### src/rtl/tcp_pkg.sv
// Shared definitions for the TCP retransmission scheduler: the per-port
// state encoding and the width helper used to size counters and masks.
package tcp_pkg;

    typedef enum logic [1:0] {
        ST_IDLE  = 2'd0,
        ST_ARMED = 2'd1,
        ST_PEND  = 2'd2,
        ST_FAIL  = 2'd3
    } port_state_t;

    // Number of bits needed to hold the value 'value' (at least one).
    function automatic int bits_for(input int value);
        int n;
        n = 32'sd1;
        while ((32'sd1 <<< n) <= value) begin
            n = n + 32'sd1;
        end
        return n;
    endfunction

endpackage

### src/rtl/tcp_rtx_timer.sv
// One port's retransmission state: FSM, timeout countdown and retry count.
// A send arms the countdown; an ACK or flush clears everything; expiry
// either requests a resend or, once retries are exhausted, latches failure.
module tcp_rtx_timer
    import tcp_pkg::*;
#(
    parameter int TO_CYCLES = 125000,
    parameter int MAX_RETRY = 7
) (
    input  logic clk,
    input  logic rst,
    input  logic flush,
    input  logic sent,
    input  logic ack,
    output logic pend,
    output logic failed,
    output logic enter_pend
);

    localparam int TW = bits_for(TO_CYCLES);
    localparam int RW = bits_for(MAX_RETRY);
    localparam logic [TW-1:0] TIMER_LOAD = TW'(TO_CYCLES - 32'sd1);
    localparam logic [TW-1:0] TIMER_ONE  = TW'(32'sd1);
    localparam logic [TW-1:0] TIMER_ZERO = {TW{1'b0}};
    localparam logic [RW-1:0] RETRY_MAX  = RW'(MAX_RETRY);
    localparam logic [RW-1:0] RETRY_ONE  = RW'(32'sd1);
    localparam logic [RW-1:0] RETRY_ZERO = {RW{1'b0}};

    port_state_t     state_r;
    logic [TW-1:0]   timer_r;
    logic [RW-1:0]   retry_r;
    logic            expire_s;
    logic            can_retry_s;

    assign expire_s    = (state_r == ST_ARMED) && (timer_r == TIMER_ZERO);
    assign can_retry_s = (retry_r < RETRY_MAX);

    // A timeout only counts as a resend request if nothing of higher
    // priority (flush, ack, a fresh send) overrides it in the same cycle.
    assign enter_pend = expire_s && can_retry_s && !flush && !ack && !sent;
    assign pend       = (state_r == ST_PEND);
    assign failed     = (state_r == ST_FAIL);

    // Port FSM with priority flush > ack > sent > timer expiry.
    always_ff @(posedge clk or posedge rst) begin
        if (rst) begin
            state_r <= ST_IDLE;
            timer_r <= TIMER_ZERO;
            retry_r <= RETRY_ZERO;
        end else if (flush || ack) begin
            state_r <= ST_IDLE;
            timer_r <= TIMER_ZERO;
            retry_r <= RETRY_ZERO;
        end else if (sent) begin
            case (state_r)
                ST_IDLE: begin
                    state_r <= ST_ARMED;
                    timer_r <= TIMER_LOAD;
                    retry_r <= RETRY_ZERO;
                end
                ST_ARMED: begin
                    state_r <= ST_ARMED;
                    timer_r <= TIMER_LOAD;
                    retry_r <= retry_r;
                end
                ST_PEND: begin
                    state_r <= ST_ARMED;
                    timer_r <= TIMER_LOAD;
                    retry_r <= retry_r + RETRY_ONE;
                end
                ST_FAIL: begin
                    state_r <= ST_FAIL;
                    timer_r <= timer_r;
                    retry_r <= retry_r;
                end
                default: begin
                    state_r <= ST_IDLE;
                    timer_r <= TIMER_ZERO;
                    retry_r <= RETRY_ZERO;
                end
            endcase
        end else begin
            case (state_r)
                ST_ARMED: begin
                    if (expire_s) begin
                        state_r <= can_retry_s ? ST_PEND : ST_FAIL;
                        timer_r <= timer_r;
                    end else begin
                        state_r <= ST_ARMED;
                        timer_r <= timer_r - TIMER_ONE;
                    end
                    retry_r <= retry_r;
                end
                ST_IDLE, ST_PEND, ST_FAIL: begin
                    state_r <= state_r;
                    timer_r <= timer_r;
                    retry_r <= retry_r;
                end
                default: begin
                    state_r <= ST_IDLE;
                    timer_r <= TIMER_ZERO;
                    retry_r <= RETRY_ZERO;
                end
            endcase
        end
    end

endmodule

### src/rtl/tcp_rtx_scheduler.sv
// Retransmission scheduler: one timer per memory block, plus the logic that
// publishes a narrowed arbiter port mask (highest pending port + 1) whenever
// new resend requests appear, deferring the update while the arbiter is busy.
module tcp_rtx_scheduler
    import tcp_pkg::*;
#(
    parameter int DEVICE_NUM = 8,
    parameter int TO_CYCLES  = 125000,
    parameter int MAX_RETRY  = 7,
    localparam int SW = bits_for(DEVICE_NUM)
) (
    input  logic                  clk,
    input  logic                  rst,
    input  logic [DEVICE_NUM-1:0] sent_i,
    input  logic [DEVICE_NUM-1:0] ack_i,
    input  logic                  flush_i,
    input  logic [DEVICE_NUM-1:0] sel_i,
    input  logic                  busy_i,
    output logic [DEVICE_NUM-1:0] repeat_o,
    output logic                  irq_repeat_o,
    output logic                  any_repeat_o,
    output logic [SW-1:0]         port_mask_o,
    output logic                  port_mask_chng_o,
    output logic [DEVICE_NUM-1:0] fail_o
);

    localparam logic [SW-1:0] MASK_ALL = SW'(DEVICE_NUM);

    logic [DEVICE_NUM-1:0] repeat_s;
    logic [DEVICE_NUM-1:0] fail_s;
    logic [DEVICE_NUM-1:0] enter_pend_s;
    logic                  any_repeat_s;
    logic                  enter_any_s;
    logic                  publish_s;
    logic [SW-1:0]         mask_cand_s;
    logic                  pend_new_r;
    logic [SW-1:0]         port_mask_r;
    logic                  port_mask_chng_r;

    for (genvar g = 0; g < DEVICE_NUM; g++) begin : g_port
        tcp_rtx_timer #(
            .TO_CYCLES (TO_CYCLES),
            .MAX_RETRY (MAX_RETRY)
        ) u_timer (
            .clk        (clk),
            .rst        (rst),
            .flush      (flush_i),
            .sent       (sent_i[g]),
            .ack        (ack_i[g]),
            .pend       (repeat_s[g]),
            .failed     (fail_s[g]),
            .enter_pend (enter_pend_s[g])
        );
    end

    assign any_repeat_s = |repeat_s;
    assign enter_any_s  = |enter_pend_s;
    assign publish_s    = pend_new_r && !busy_i && any_repeat_s;

    // Highest-index pending port; the mask is that index plus one.
    always_comb begin
        mask_cand_s = MASK_ALL;
        for (int k = 0; k < DEVICE_NUM; k++) begin
            mask_cand_s = repeat_s[k] ? SW'(k + 32'sd1) : mask_cand_s;
        end
    end

    // Sticky new-pending flag, published mask and its one-cycle change strobe.
    always_ff @(posedge clk or posedge rst) begin
        if (rst) begin
            pend_new_r       <= 1'b0;
            port_mask_r      <= MASK_ALL;
            port_mask_chng_r <= 1'b0;
        end else if (flush_i) begin
            pend_new_r       <= 1'b0;
            port_mask_r      <= MASK_ALL;
            port_mask_chng_r <= 1'b0;
        end else begin
            // A new timeout re-arms the flag even in the cycle it is consumed;
            // it is dropped once published or once nothing is pending anymore.
            pend_new_r       <= enter_any_s || (pend_new_r && busy_i && any_repeat_s);
            port_mask_chng_r <= publish_s;
            if (!any_repeat_s) begin
                port_mask_r <= MASK_ALL;
            end else if (publish_s) begin
                port_mask_r <= mask_cand_s;
            end else begin
                port_mask_r <= port_mask_r;
            end
        end
    end

    assign repeat_o         = repeat_s;
    assign fail_o           = fail_s;
    assign any_repeat_o     = any_repeat_s;
    assign irq_repeat_o     = |(sel_i & repeat_s);
    assign port_mask_o      = port_mask_r;
    assign port_mask_chng_o = port_mask_chng_r;

endmodule

### config.mk
export PLATFORM = sky130hd
export DESIGN_NAME = tcp_rtx_scheduler
export DESIGN_NICKNAME = d
export VERILOG_FILES = /design/src/rtl/tcp_pkg.sv /design/src/rtl/tcp_rtx_timer.sv /design/src/rtl/tcp_rtx_scheduler.sv
export SDC_FILE = /design/constraint.sdc
export NUM_CORES = 1
export LEC_CHECK = 0
export BUFFER_PORTS_ARGS = -buffer_cell sky130_fd_sc_hd__buf_2
export CELL_PAD_IN_SITES_DETAIL_PLACEMENT = 0
export CELL_PAD_IN_SITES_GLOBAL_PLACEMENT = 1
export CORE_ASPECT_RATIO = 0.75
export CORE_MARGIN = 2
export CORE_UTILIZATION = 52
export DETAILED_ROUTE_END_ITERATION = 8
export PLACE_DENSITY = 0.86
export SYNTH_ARGS = -nofsm -noshare
export SYNTH_HDL_FRONTEND = slang
export SYNTH_HIERARCHICAL = 1
export SYNTH_SLANG_ARGS = --single-unit
### constraint.sdc
create_clock -name clk -period 6.35 [get_ports clk]
set_input_delay 1.5875 -clock clk [delete_from_list [all_inputs] [get_ports clk]]
set_output_delay 1.5875 -clock clk [all_outputs]
set_load 0.1 [all_outputs]
==> reports/qor.yml, run 1 <==
setup.worst_path.end_class: "primary output"
timing.rr.start: "g_port[2].u_timer/timer_r[4]$_DFFE_PP0P_"
grt_pass1_wl_um: 46600
grt_usage_pct: 25.9
hold_path_class: "flip-flop to flip-flop"
ys_seq_area_share_pct: 41.2
cts_tree: "built"
antenna_found_initial: 0
period_share_pct: 65.5
fill_cells: 1897
via_per_inst: 6.33
worstPathMaxFanout: 1
crit_chain: "buf_2, a22oi_1, nand4_1, buf_2"
cts_hold_buf: 0
slowest_stage: "a22oi_1"
synth.ff_latch_count: 182
path_clk_slew_ns: 0.06
gp_congestion: 0.881
skew_ns: 0.0117
htreeDepth: 4
grt_remaining_overflow: 0
dpl_cell_area_um2: 11500
ios: 51
multiInputGateArea_um2: 6070
start_util_pct: 52.6
portBuffers: 50
path_delay_family: "buffers and inverters"
r2r_end: "pend_new_r$_DFF_PP0_"
cts_buffers: 17
rsz0062_at_grt: "no"
synth-edff-count: 0
final_max_slew_viol_count: 0
synth_area_um2: 11100
final_area_um2: 12100
startpoint: "sel_i[0]"
cts_resized: 0
core_um2: 21000
antenna_left: 0
netlist_instances: 1234
path_class: "input pin to primary output"
leakagePower_nw: 5.38
firstDrtPassIters: 5
die_w_um: 172
setup_violations: 0
wl_per_cell_um: 18.1
drt-total-wl_um: 28200
place_inst: 1527
cts_sinks: 182
path_common_cell: "buf_2"
cp.arrival_ns: 2.57
max_stage_delay_ns: 0.40
drc: 0
grt_pass1_vias: 9061
clk_latency_ns: 0.44
synth_cell_type_count: 68
maxCapViolCount: 0
cts_root_buf: "clkbuf_16"
cp.depth: 4
power_per_cell_area_nw_per_um2: 245
crit_end: "irq_repeat_o"
ys_warn_count: 6
fmax_ghz: 0.240
die_y_um: 130
num_rows: 46
seq_area_um2: 4560
nets: 1302
hpwlAfterDp_um: 19500
post_cts_buffers: 0
finalPower_mw: 2.96
final_cells: 1559
worst_slew_margin_rel_pct: 27.7
worst_pin_slew_ns: 1.08
syn2layout_area_growth_pct: 9.29
die_area_um2: 22500
drive_above_1_share_pct: 15.8
antenna_cells: 0
vias: 9861
fin_tns_setup_ns: 0
cp_num_buf_inv: 2
hold_viol_final: 0
syn_avg_cell_area_um2: 8.96
start_kind: "input pin"
grt_max_degree: 30
reg2regPathDepth: 7
hold_start: "g_port[1].u_timer/timer_r[15]$_DFFE_PP0P_"
async_reset_ff_share_pct: 100
drt-initial-drc-count: 971
period_needed_ns: 4.16
ys.flop_type: "dfrtp_1"
cts_buffer_depth: 2
regToRegSetupSlack_ns: 3.77
ir_drop_v: 0.000181
worstPathRequired_ns: 4.76
syn-num-nets: 1278
outcome: "finished, final reports clean"
## worst min path at each step
stage / to / slack (ns) / cells past startpoint
after floorplan: g_port[0].u_timer/timer_r[15]$_DFFE_PP0P_ / 0.45 / 1
after global placement: g_port[2].u_timer/timer_r[15]$_DFFE_PP0P_ / 0.48 / 1
after detailed placement: g_port[2].u_timer/timer_r[15]$_DFFE_PP0P_ / 0.47 / 1
after CTS: g_port[2].u_timer/timer_r[15]$_DFFE_PP0P_ / 0.49 / 1
after global routing: g_port[2].u_timer/timer_r[15]$_DFFE_PP0P_ / 0.50 / 1
final: g_port[1].u_timer/timer_r[15]$_DFFE_PP0P_ / 0.48 / 1
## metrics by stage
stage / hold WS [ns] / util (%) / setup slack, ns
floorplan: 0.451 / - / 1.55
global placement: 0.476 / 54.6 / 2.17
detailed placement: 0.475 / 54.6 / 2.17
CTS: 0.487 / 57.5 / 2.17
global route: 0.505 / 57.5 / 2.13
finish: 0.483 / 57.5 / 2.19
## logic make-up (layout without fill, tap and decap cells)
group / after synthesis / after routing / synth area share [%]
buf+inv: 104 / 141 / 3.91
simple gates: 547 / 547 / 28.8
fa+ha+maj: 16 / 16 / 1.81
compound gates: 385 / 385 / 24.3
flops: 182 / 182 / 41.2
## synth_stat cells, types with 7 or more instances
cell type  number  area [µm²]
a211oi_1       10        75.1
a21o_1         18         135
a21oi_1       113         566
a221oi_1        8        70.1
a311o_1         8        80.1
a311oi_1       34         298
a311oi_2        8         120
a31o_2         10        87.6
a31oi_1        12        75.1
buf_2           8        40.0
clkbuf_1       32         120
dfrtp_1       181        4530
ha_1           16         200
inv_1          58         218
nand2_1        92         345
nand2b_1       21         131
nand3_1        44         220
nand4_1        11        68.8
nor2_1         80         300
nor2b_1        23         144
nor3_1         74         370
nor3b_1        12        90.1
nor4_1         32         200
nor4_2          8         100
o211ai_1       14         105
o21a_1         12        90.1
o21ai_0        55         275
o22ai_1         7        43.8
o31ai_1        12        90.1
o31ai_2         8         100
o32ai_1         7        61.3
o41ai_1         8        70.1
or2_2          40         250
or3_1          23         144
or3b_2          8        70.1
or4_1          22         165
or4_4           7        78.8
## layout make-up
| type | count | share of cell area (%) |
|---|---|---|
| Clock buffer | 21 | 3.73 |
| Inverter | 58 | 1.80 |
| Tap cell | 288 | 2.98 |
| Clock inverter | 11 | 1.44 |
| Multi-Input combinational cell | 948 | 50.2 |
| Sequential cell | 182 | 37.7 |
| Timing Repair Buffer | 51 | 2.13 |
## state kept, by name, indices dropped and copies added (netlist names)
name / count
port_mask_o: 4
pend_new_r: 1
g_port.u_timer/state_r: 16
g_port.u_timer/timer_r: 136
port_mask_chng_o: 1
g_port.u_timer/retry_r: 24
## where the power goes
group,switching (mW),internal (mW)
registers,0.0467,1.20
clock network,0.457,0.671
logic,0.385,0.204
## per-layer routing
layer  up-vias  routed length, µm  track usage (%)
li1       4778                  -                -
met1      4798              14100             38.7
met2       253              12200             38.2
met3        32               1370             4.55
met4         0                538             8.40
met5         -                  0                0
## layout by cell type, fill, tap and decap left out, types with 21 or more instances in the layout
cell type  instances
a21oi_1          113
a311oi_1          34
buf_2             50
dfrtp_1          181
inv_1             58
nand2_1           92
nand2b_1          21
nand3_1           44
nor2_1            80
nor2b_1           23
nor3_1            74
nor4_1            32
o21ai_0           55
or2_2             40
or3_1             23
or4_1             22
No activity file was read; power rests on OpenSTA's default activity.
==> inputs of run 2 (changes only) <==
CORE_UTILIZATION = 48   (was 52)
PLACE_DENSITY = 0.8   (was 0.86)
clock period = 4.2 ns   (was 6.35 ns; I/O delays follow)
==> reports/qor.yml, run 2 (synthesis gave the netlist of run 1 again) <==
die_area_um2: 24300  # +8.1%
period_needed_ns: 3.42
firstDrtPassIters: 5  # unchanged
drive_above_1_share_pct: 16.5  # +0.66 points
leakagePower_nw: 5.41  # +0.41%
outcome: "finished, final reports clean"
cp.arrival_ns: 2.37  # -0.20 ns
top_register: "g_port.u_timer/timer_r"
antenna_found_initial: 0  # unchanged
antenna_cells: 0  # unchanged
nets: 1307  # +0.38%
post_cts_buffers: 0  # unchanged
worst_pin_slew_ns: 0.926  # -0.159 ns
setup_violations: 0  # unchanged
cts_hold_buf: 0  # unchanged
hold_viol_final: 0  # unchanged
vias: 9954  # +0.94%
worst_slew_margin_rel_pct: 38.2  # +11 points
layout_commonest_cell: "dfrtp_1"
hpwlAfterDp_um: 19800  # +1.3%
regToRegSetupSlack_ns: 1.66  # -2.11 ns
fin_tns_setup_ns: 0  # unchanged
drt-total-wl_um: 28800  # +2.0%
ios: 51  # unchanged
worstPathMaxFanout: 9  # +8
drc: 0  # unchanged
final_max_slew_viol_count: 0  # unchanged
setup.worst_path.end_class: "primary output"
cts_root_buf: "clkbuf_16"
grt_max_degree: 30  # unchanged
antenna_left: 0  # unchanged
cts_resized: 0  # unchanged
cp_num_buf_inv: 2  # unchanged
reg.largest.list: "g_port.u_timer/timer_r: 136 flops, g_port.u_timer/retry_r: 24 flops, g_port.u_timer/state_r: 16 flops"
grt_remaining_overflow: 0  # unchanged
gp_congestion: 0.867  # -1.6%
slowest_stage: "nor2b_1"
grt_usage_pct: 24.2  # -1.7 points
start_kind: "flip-flop"
cts_buffers: 17  # unchanged
core_um2: 22800  # +8.6%
clk_latency_ns: 0.44  # about the same
most-common-layout-cells: "dfrtp_1 (181), a21oi_1 (113), nand2_1 (92)"
maxCapViolCount: 0  # unchanged
path_class: "flip-flop to primary output"
drt-initial-drc-count: 900  # -7.3%
ir_drop_v: 0.000285  # +58%
syn2layout_area_growth_pct: 9.72
largest_reg_flops: 136  # unchanged
grt_pass1_vias: 9066  # +0.055%
fmax_ghz: 0.292
hold_path_class: "flip-flop to flip-flop"
cts_buffer_depth: 2  # unchanged
cts_sinks: 182  # unchanged
start_util_pct: 48.5  # -4.2 points
die_y_um: 135  # +4.0%
power_per_cell_area_nw_per_um2: 368  # +50%
final_core_util_pct: 53.2  # -4.4 points
worstPathRequired_ns: 3.15  # -1.61 ns
max_stage_delay_ns: 0.53  # +0.13 ns
portBuffers: 50  # unchanged
htreeDepth: 4  # unchanged
rsz0062_at_grt: "no"
die_w_um: 179  # +4.0%
crit_chain: "nor2b_1, nor4_1, nor2b_4, inv_1, buf_2"
cts_tree: "built"
num_rows: 48  # +4.3%
skew_ns: 0.0121  # +0.000432 ns
period_share_pct: 81.5
path_clk_slew_ns: 0.07  # about the same
path_delay_family: "simple AND/OR/NAND/NOR gates"
wl_per_cell_um: 18.3  # +0.97%
via_per_inst: 6.32  # about the same
grt_pass1_wl_um: 47300  # +1.4%
## run 2: final cells by class
cell class              instances  area, µm²
clock inverters                11        148
well taps                     300        375
repair buffers                 56        295
clock buffers                  20        467
inverters                      58        218
multi-input cells             948       6080
fillers                      2160      10700
flip-flops and latches        182       4560
## run 2: through the flow
stage               setup WS [ns]  cells  power (mW)  hold WS (ns)  instance area [µm²]
CTS                         0.709   1575        4.50         0.495                12100
finish                      0.778   1575        4.46         0.492                12100
global placement             1.06   1544        2.79         0.474                11500
global route                0.675   1575        4.68         0.518                12100
detailed placement           1.06   1544        2.79         0.482                11500
floorplan                  0.0163   1234        2.58         0.451                11100
## run 2: worst paths after layout
path,start,to,cells after the start
worst max-delay path,g_port[7].u_timer/state_r[1]$_DFFE_PP0P_,any_repeat_o,5
worst min-delay path,g_port[3].u_timer/timer_r[15]$_DFFE_PP0P_,g_port[3].u_timer/timer_r[15]$_DFFE_PP0P_,1
worst max register to register,g_port[5].u_timer/timer_r[12]$_DFFE_PP0P_,pend_new_r$_DFF_PP0_,7
worst min register to register,g_port[3].u_timer/timer_r[15]$_DFFE_PP0P_,g_port[3].u_timer/timer_r[15]$_DFFE_PP0P_,1
max in group asynchronous,rst,g_port[3].u_timer/state_r[0]$_DFFE_PP0P_,2
min in group asynchronous,rst,port_mask_o[0]$_DFFE_PP0P_,2
## run 2: report_power, final
group	internal (mW)	leakage [nW]	switching, mW
registers	1.81	2.50	0.0712
clock network	0.983	0.291	0.708
logic	0.310	2.62	0.584
## run 2: per-layer routing
| metal | track usage [%] | vias to the layer above | routed length, µm |
|---|---|---|---|
| li1 | - | 4786 | - |
| met1 | 37.4 | 4863 | 14600 |
| met2 | 34.7 | 273 | 12300 |
| met4 | 7.08 | 0 | 591 |
| met3 | 3.90 | 32 | 1300 |
| met5 | 0 | - | 0 |
## run 2: worst register-to-register path: cells and delay by family (launching register included)
family	cells	cell delay, ns
DFF	1	0.45
AOI/OAI and AO/OA	3	0.62
and+or+nand+nor	4	1.41
==> inputs of run 3 (changes only) <==
clock period = 3.29 ns   (was 4.2 ns; I/O delays follow)
==> reports/qor.yml, run 3 (synthesis gave the netlist of run 1 again) <==
worst_slew_margin_rel_pct: 39.7  # +1.5 points
worst_pin_slew_ns: 0.904  # -0.0220 ns
post_cts_buffers: 0  # unchanged
path_class: "flip-flop to primary output"
die_area_um2: 24300  # unchanged
rsz0062_at_grt: "no"
wl_per_cell_um: 18.3  # about the same
setup_violations: 0  # unchanged
cts_root_buf: "clkbuf_16"
antenna_cells: 0  # unchanged
grt_pass1_wl_um: 48300  # +2.0%
num_rows: 48  # unchanged
grt_remaining_overflow: 0  # unchanged
grt_use_met2_pct: 35.2  # +0.47 points
clk_latency_ns: 0.43  # about the same
drc: 0  # unchanged
core_um2: 22800  # unchanged
die_y_um: 135  # unchanged
vias: 10000  # +0.71%
worstPathRequired_ns: 2.47  # -0.68 ns
cp.arrival_ns: 2.25  # -0.12 ns
cts_tree: "built"
cts_buffers: 17  # unchanged
antenna_left: 0  # unchanged
grt_use_met1_pct: 38.4  # +1.0 points
worstPathMaxFanout: 9  # unchanged
portBuffers: 50  # unchanged
htreeDepth: 4  # unchanged
drt-total-wl_um: 28900  # +0.36%
die_w_um: 179  # unchanged
most-common-layout-cells: "dfrtp_1 (181), a21oi_1 (113), nand2_1 (92)"
firstDrtPassIters: 5  # unchanged
start_util_pct: 48.5  # unchanged
fmax_ghz: 0.326
final_cells: 1580  # +0.32%
setup.worst_path.end_class: "primary output"
antenna_found_initial: 0  # unchanged
cts_hold_buf: 0  # unchanged
skew_ns: 0.0100  # -0.00207 ns
final_max_slew_viol_count: 0  # unchanged
period_needed_ns: 3.07
cts_resized: 0  # unchanged
place_inst: 1550  # +0.39%
leakagePower_nw: 5.43  # +0.52%
grt_pass1_vias: 9189  # +1.4%
cts_buffer_depth: 2  # unchanged
grtUsageMet3_pct: 4.29  # +0.39 points
nets: 1313  # +0.46%
dpl_cell_area_um2: 11600  # +0.52%
layout_commonest_cell: "dfrtp_1"
syn2layout_area_growth_pct: 10.2
ir_drop_v: 0.000361  # +27%
reg.largest.list: "g_port.u_timer/timer_r: 136 flops, g_port.u_timer/retry_r: 24 flops, g_port.u_timer/state_r: 16 flops"
path_clk_slew_ns: 0.07  # about the same
drive_above_1_share_pct: 17.0  # +0.48 points
drt-initial-drc-count: 923  # +2.6%
top_register: "g_port.u_timer/timer_r"
cts_sinks: 182  # unchanged
gp_congestion: 0.883  # +1.8%
period_share_pct: 93.3
power_per_cell_area_nw_per_um2: 469  # +27%
outcome: "finished, final reports clean"
grt_busiest_layer: "met1"
maxCapViolCount: 0  # unchanged
hold_path_class: "input pin to async pin"
hpwlAfterDp_um: 20400  # +3.2%
grt_usage_pct: 24.8  # +0.56 points
via_per_inst: 6.34  # +0.39%
final_area_um2: 12200  # +0.41%
hold_viol_final: 0  # unchanged
start_kind: "flip-flop"
grt_max_degree: 24  # -20%
ios: 51  # unchanged
largest_reg_flops: 136  # unchanged
==> run 3: cell count changes in the layout (fill, tap and decap cells not counted), sizes merged <==
cell	previous run	this run
buf	56	62
clkinv	2	3
clkinvlp	4	1
inv	60	58
clkbuf	20	22
bufinv	3	4
==> run 3: through the flow <==
stage          setup TNS, ns  setup slack [ns]  hold WS [ns]  total power [mW]  util, %
4_1_cts                    0             0.200         0.443              5.75     53.4
2_1_floorplan        -0.0739           -0.0739         0.451              3.30        -
5_1_grt                    0             0.129         0.476              6.01     53.4
3_3_place_gp               0             0.705         0.469              3.58     50.7
3_5_place_dp               0             0.680         0.475              3.58     50.7
6_report                   0             0.219         0.452              5.71     53.4
==> run 3: path summary, 6_finish.rpt <==
path                                                                start                                        end  slack (ns)  cells after the start
worst max-delay path             g_port[6].u_timer/state_r[1]$_DFFE_PP0P_                               any_repeat_o        0.22                      6
worst min-delay path                                                  rst                 port_mask_o[0]$_DFFE_PP0P_        0.45                      2
worst max register to register   g_port[2].u_timer/timer_r[0]$_DFFE_PP0P_   g_port[2].u_timer/timer_r[9]$_DFFE_PP0P_        0.78                      7
worst min register to register  g_port[5].u_timer/timer_r[15]$_DFFE_PP0P_  g_port[5].u_timer/timer_r[15]$_DFFE_PP0P_        0.48                      1
max in group asynchronous                                             rst   g_port[0].u_timer/timer_r[7]$_DFFE_PP0P_        1.99                      2
min in group clk                g_port[5].u_timer/timer_r[15]$_DFFE_PP0P_  g_port[5].u_timer/timer_r[15]$_DFFE_PP0P_        0.48                      1
==> run 3: final cells by class <==
type	count	area, µm²
fill	2152	10600
tap	300	375
inverter	58	218
clock buffer	22	454
clock inverter	8	150
timing repair buffer	62	340
multi-input combinational	948	6090
sequential	182	4560
==> run 3: power breakdown <==
part / switching (mW) / internal, mW
sequential: 0.0909 / 2.31
combinational: 0.759 / 0.405
clock: 0.860 / 1.29
==> run 3: critical path, cell delays in order, from the launching register on <==
cell and delay, ns:
dfrtp_1 0.47, nor2b_2 0.20, buf_4 0.16, or4_4 0.44, nor2b_4 0.16, inv_1 0.08
buf_2 0.30
==> run 3: routing by layer <==
| metal | vias to the layer above | share of wire, % |
|---|---|---|
| met3 | 32 | 5.6 |
| met5 | - | 0 |
| met2 | 325 | 42 |
| met4 | 0 | 1.8 |
| met1 | 4871 | 50 |
| li1 | 4797 | - |
